$ cat src/rtl/led_matrix_scan.sv
// led_matrix_scan: 6x6 LED matrix row-scan driver with per-row dead-time blanking.
// Define LED_SCAN_DOUBLE_BUFFER_EN for a double-buffered frame store swapped at frame wrap.
module led_matrix_scan #(
    parameter int ROW_CYCLES   = 2000,
    parameter int BLANK_CYCLES = 16
) (
    input  logic       clk,
    input  logic       rst_n,
    input  logic       wr_en,
    input  logic [2:0] wr_x,
    input  logic [2:0] wr_y,
    input  logic       wr_data,
    input  logic       clear,
    input  logic       swap_req,
    output logic       swap_done,
    output logic       frame_start,
    output logic [5:0] row,
    output logic [5:0] col
);
    localparam int CMAX = ROW_CYCLES > BLANK_CYCLES ? ROW_CYCLES : BLANK_CYCLES;
    localparam int CW   = $clog2(CMAX + 1);
    typedef enum logic {BLANK, DRIVE} state_t;
    state_t        state;
    logic [CW-1:0] cnt;
    logic [2:0]    row_idx;
    logic [35:0]   back, front, back_nxt;
    logic [5:0]    wr_idx;
    logic          wr_ok, wrap;
    assign wr_ok  = wr_en && wr_x < 3'd6 && wr_y < 3'd6;
    assign wr_idx = 6'(wr_y) * 6'd6 + 6'(wr_x);
    assign wrap   = state == DRIVE && cnt == CW'(ROW_CYCLES - 1) && row_idx == 3'd5;
    // clear is applied before the write so a same-cycle write survives
    always_comb begin
        back_nxt = clear ? '0 : back;
        if (wr_ok) back_nxt[wr_idx] = wr_data;
    end
`ifdef LED_SCAN_DOUBLE_BUFFER_EN
    logic swap_pend;
    // front takes the old back; back already equals the new front, so it keeps its contents
    always_ff @(posedge clk or negedge rst_n) begin
        if (!rst_n) begin
            back      <= '0;
            front     <= '0;
            swap_pend <= 1'b0;
            swap_done <= 1'b0;
        end else begin
            back      <= back_nxt;
            swap_done <= wrap && swap_pend;
            if (wrap && swap_pend) begin
                front     <= back;
                swap_pend <= swap_req;
            end else begin
                swap_pend <= swap_pend | swap_req;
            end
        end
    end
`else
    logic unused_swap_req;
    assign unused_swap_req = swap_req;
    assign front           = back;
    assign swap_done       = 1'b0;
    always_ff @(posedge clk or negedge rst_n) begin
        if (!rst_n) back <= '0;
        else back <= back_nxt;
    end
`endif
    always_ff @(posedge clk or negedge rst_n) begin
        if (!rst_n) begin
            state       <= BLANK;
            cnt         <= '0;
            row_idx     <= 3'd0;
            row         <= 6'd0;
            col         <= 6'h3f;
            frame_start <= 1'b0;
        end else begin
            frame_start <= wrap;
            if (state == BLANK) begin
                if (cnt == CW'(BLANK_CYCLES - 1)) begin
                    state <= DRIVE;
                    cnt   <= '0;
                    row   <= 6'd1 << row_idx;
                    col   <= ~front[6'(row_idx) * 6'd6 +: 6];
                end else begin
                    cnt <= cnt + 1'b1;
                end
            end else if (cnt == CW'(ROW_CYCLES - 1)) begin
                state   <= BLANK;
                cnt     <= '0;
                row     <= 6'd0;
                col     <= 6'h3f;
                row_idx <= row_idx == 3'd5 ? 3'd0 : row_idx + 3'd1;
            end else begin
                cnt <= cnt + 1'b1;
            end
        end
    end
endmodule

$ cat config.mk
export PLATFORM = sky130hd
export DESIGN_NAME = led_matrix_scan
export DESIGN_NICKNAME = d
export VERILOG_FILES = /design/src/rtl/led_matrix_scan.sv
export SDC_FILE = /design/constraint.sdc
export NUM_CORES = 1
export LEC_CHECK = 0
export BUFFER_PORTS_ARGS = -buffer_cell sky130_fd_sc_hd__clkbuf_2
export CORE_ASPECT_RATIO = 0.5
export CORE_MARGIN = 10
export CORE_UTILIZATION = 35
export DETAILED_ROUTE_END_ITERATION = 8
export PLACE_DENSITY_LB_ADDON = 0.08
export SLEW_MARGIN = 25
export SYNTH_ARGS = -nofsm -noshare
export SYNTH_HDL_FRONTEND = slang
export SYNTH_SLANG_ARGS = --single-unit
export TNS_END_PERCENT = 50
$ cat constraint.sdc
create_clock -name clk -period 1.85 [get_ports clk]
set_input_delay 0 -clock clk [delete_from_list [all_inputs] [get_ports clk]]
set_output_delay 0 -clock clk [all_outputs]
set_load 0.03 [all_outputs]
==> run_results.csv <==
group,metric,value,unit
status,status,"finished with violations",
status,violations,"setup timing",
synth,postSynthCellCount,348,
synth,synth_area,0.00381,mm^2
synth,postSynthAreaPerCell,11.0,um^2
floorplan,fp-row-count,26,
place,gp_congestion,0.753,
power_and_ir_drop,peakVddDrop,0.368,mV
synth,synth_seq_cells,64,
sta,fin_ws,-0.0603,ns
power_and_ir_drop,pwr-share-seq,0.388,
synth,ys.flop_type,"dfrtp_1",
global_routing,gr-usage-met2,0.201,
sta,max_slew.worst_pin.slew,0.758,ns
synth,yosys.area.top_type,"dfrtp_1",
power_and_ir_drop,power,0.00365,W
synth,yosysTopAreaCellShare,0.381,
sta,setup_tns,-0.493,ns
floorplan,die_h,93.8,um
global_routing,track_usage,0.126,
final_layout,fin_util,0.454,
final_layout,final_area,0.00473,mm^2
setup_path,end_kind,"flop",
detailed_routing,wl_per_cell,17.3,um
synth,yosysSeqAreaShare,0.422,
detailed_routing,routed_wl,9.35,mm
final_layout,fin_nets,416,
clocking,clkTransAtPathRegs,0.06,ns
setup_path,cp_max_fo,8,
global_routing,gr-total-overflow,0,
setup_path,crit_family,"simple AND/OR/NAND/NOR gates",
clocking,cts-buffers-inserted,9,
clocking,tritoncts,"yes",
global_routing,grt_antenna_before_repair,0,
floorplan,die_x,168,um
global_routing,grt_pass1_vias,3044,
detailed_routing,drc,0,
setup_path,slowest_stage,"or4bb_4",
power_and_ir_drop,p_per_area,771,mW/mm^2
sta,hold_viol,0,
clocking,clockBufferDepth,2,
synth,netlist-cell-type-count,52,
global_routing,grt_max_degree,65,
setup_path,crit_chain,"buf_8, ha_4, inv_2, fa_1, buf_6, or4bb_4, o311ai_4, o211ai_1, mux2_1",
sta,clock.fmax,523,MHz
floorplan,io_pins,26,
synth,yosysWarnings,0,
synth,synth_nets,369,
sta,slew_violations,0,
clocking,cts_sinks,64,
power_and_ir_drop,p_switching,0.000937,W
sta,finalCriticalPeriod,1.91,ns
setup_path,cp_data_required_time,2.06,ns
clocking,cts-htree-levels,3,
floorplan,start_util,0.366,
power_and_ir_drop,swShare,0.257,
setup_path,critPathMaxStageDelay,0.59,ns
power_and_ir_drop,p_clk_frac,0.478,
final_layout,drive_above_1_share,0.348,
detailed_routing,vias,2840,
final_layout,syn_to_final_growth,24.1,%
global_routing,use_met1,0.154,
sta,timing.final.crit_share,1.03,
synth,synth_area_leaders,"dfrtp_1 38%, mux2_2 8.0%, nor2b_1 6.1%, dfstp_2 4.1%, o211ai_1 3.9%",
sta,slew_headroom,0.495,
detailed_routing,vias_per_cell,5.26,
global_routing,grt_pass1_wl,15.8,mm
detailed_routing,firstDrtPassIters,4,
sta,fin_worst_skew,0.00524,ns
power_and_ir_drop,comb_power_share,0.134,
place,dpl.hpwl,6.15,mm
clocking,clock-root-buffer,"clkbuf_16",
setup_path,path_class,"in2reg",
synth,synthArstFlopShare,1.00,
final_layout,final_common_cell,"dfrtp_1",
sta,setup-violations-final,12,
power_and_ir_drop,p_int,0.00271,W
setup_path,crit_buf_inv,3,
synth,synth_xor_area_frac,0.0276,
setup_path,critPathArrivalTime,2.12,ns
flow_run,cap_violations,0,
detailed_routing,drtIter0Drc,210,
final_layout,diodes,0,
synth,synth_compound_area_frac,0.0932,
synth,muxShareOfSynthArea,0.166,
synth,synthSimpleGateAreaFrac,0.208,
synth,synthAdderAreaFrac,0.0335,
final_layout,final_cell_mix,"58 x dfrtp_1, 37 x nor2b_1, 30 x buf_4",
setup_path,start_kind,"input pin",
place,placed_area,0.00433,mm^2
synth,synth_top_family_by_area,"simple AND/OR/NAND/NOR gates",
final_layout,nFillCells,993,
clocking,clock_latency,0.34,ns
power_and_ir_drop,leakage,2.01,nW
global_routing,grt-busiest-layer,"met2",
floorplan,dieArea,0.0157,mm^2
floorplan,core_area,0.0104,mm^2
sta,rsz0062_at_grt,"true",
worst_hold_path,hold_class,"in2async",
detailed_routing,drtAntennaViolNets,0,
global_routing,grtUsageMet3,0.0472,
place,port-buffer-count,23,
synth,synth_edf_count,0,
synthesized netlist by cell type (2+ instances only):
master    count
ha_1          7
mux2_1       12
mux2i_1       6
nand4_1      19
clkbuf_1     17
nand2_1       9
nand2b_1      4
and2_1        3
o22ai_1       2
nor2_1       21
inv_1        13
xor2_1        7
nor3_1        4
o21ai_0       2
a21oi_1       8
dfstp_2       6
nor4b_2       2
fa_1          2
o22a_1        6
mux2_2       27
buf_6         3
nor4_1        2
buf_2         4
nor4b_1       3
mux4_2        6
nand3b_1      3
dfrtp_1      58
xnor2_1       5
nand3_1       3
nor4_2        7
o211ai_1     20
nor2b_1      37
per-stage QoR:
| step | setup slack, ns | std cells | hold WS, ns |
|---|---|---|---|
| after floorplan | -0.282 | 348 | -0.296 |
| after global placement | -0.487 | 520 | 0.0483 |
| after detailed placement | -0.531 | 520 | 0.0474 |
| after CTS | -0.112 | 539 | 0.232 |
| after global routing | -0.147 | 540 | 0.248 |
| final | -0.0603 | 540 | 0.219 |
path summary, 6_finish.rpt:
path	startpoint	end	slack [ns]	cells after the start
hold / removal	rst_n	cnt[9]	0.22	3
setup reg to reg	cnt[7]	row[2]	0.14	4
hold reg to reg	cnt[0]	cnt[0]	0.48	1
min in group clk	wr_x[0]	back[6]	0.29	5
max in group asynchronous	rst_n	col[3]	1.31	3
setup / recovery	wr_y[0]	back[5]	-0.06	9
what timing repair did:
action / CTS / global route
hold buffers: 1 / 0
pin swaps: 5 / 11
gates resized for setup: 7 / 4
buffers inserted: 1 / 1
cloned: 1 / 0
endpoints found under the setup margin: 17 / 43
hold endpoints to repair: 64 / 0
power by group through the flow:
stage / Clock (W) / Combinational, W / Sequential (W)
2_1_floorplan: 0 / 0.000271 / 0.00144
3_3_place_gp: 0 / 0.000440 / 0.00144
3_5_place_dp: 0 / 0.000448 / 0.00144
4_1_cts: 0.00178 / 0.000482 / 0.00142
5_1_grt: 0.00185 / 0.000533 / 0.00142
6_report: 0.00174 / 0.000487 / 0.00142
state kept, by name, summed over array words and instances (netlist names):
name         cells
row_idx          3
back            36
cnt             11
frame_start      1
col              6
row              6
state            1
final cells by class:
class | instances | area (um^2) | area share
Sequential cell | 64 | 1610 | 0.340
Multi-Input combinational cell | 245 | 2090 | 0.442
Inverter | 14 | 52.6 | 0.0111
Timing Repair Buffer | 61 | 493 | 0.104
Clock inverter | 5 | 55.1 | 0.0116
Tap cell | 140 | 175 | 0.0370
Clock buffer | 11 | 253 | 0.0535
cell families after synthesis:
| logic type | after synthesis |
|---|---|
| and+or+nand+nor | 125 |
| DFF | 64 |
| muxes | 51 |
| AOI/OAI and AO/OA | 46 |
| buffers and inverters | 40 |
| xor gates and xnor gates | 12 |
| adders and majority gates | 9 |
| other | 1 |
metal layers:
metal | share of wire | routed length, um
met1 | 0.47 | 4360
met2 | 0.45 | 4250
met5 | 0 | 0
met3 | 0.065 | 605
met4 | 0.014 | 135
tightest hold or removal path, delay by kind of cell:
kind                   cells  cell delay [ns]
buffers and inverters      3             0.95
(Power assumes the default switching activity.)
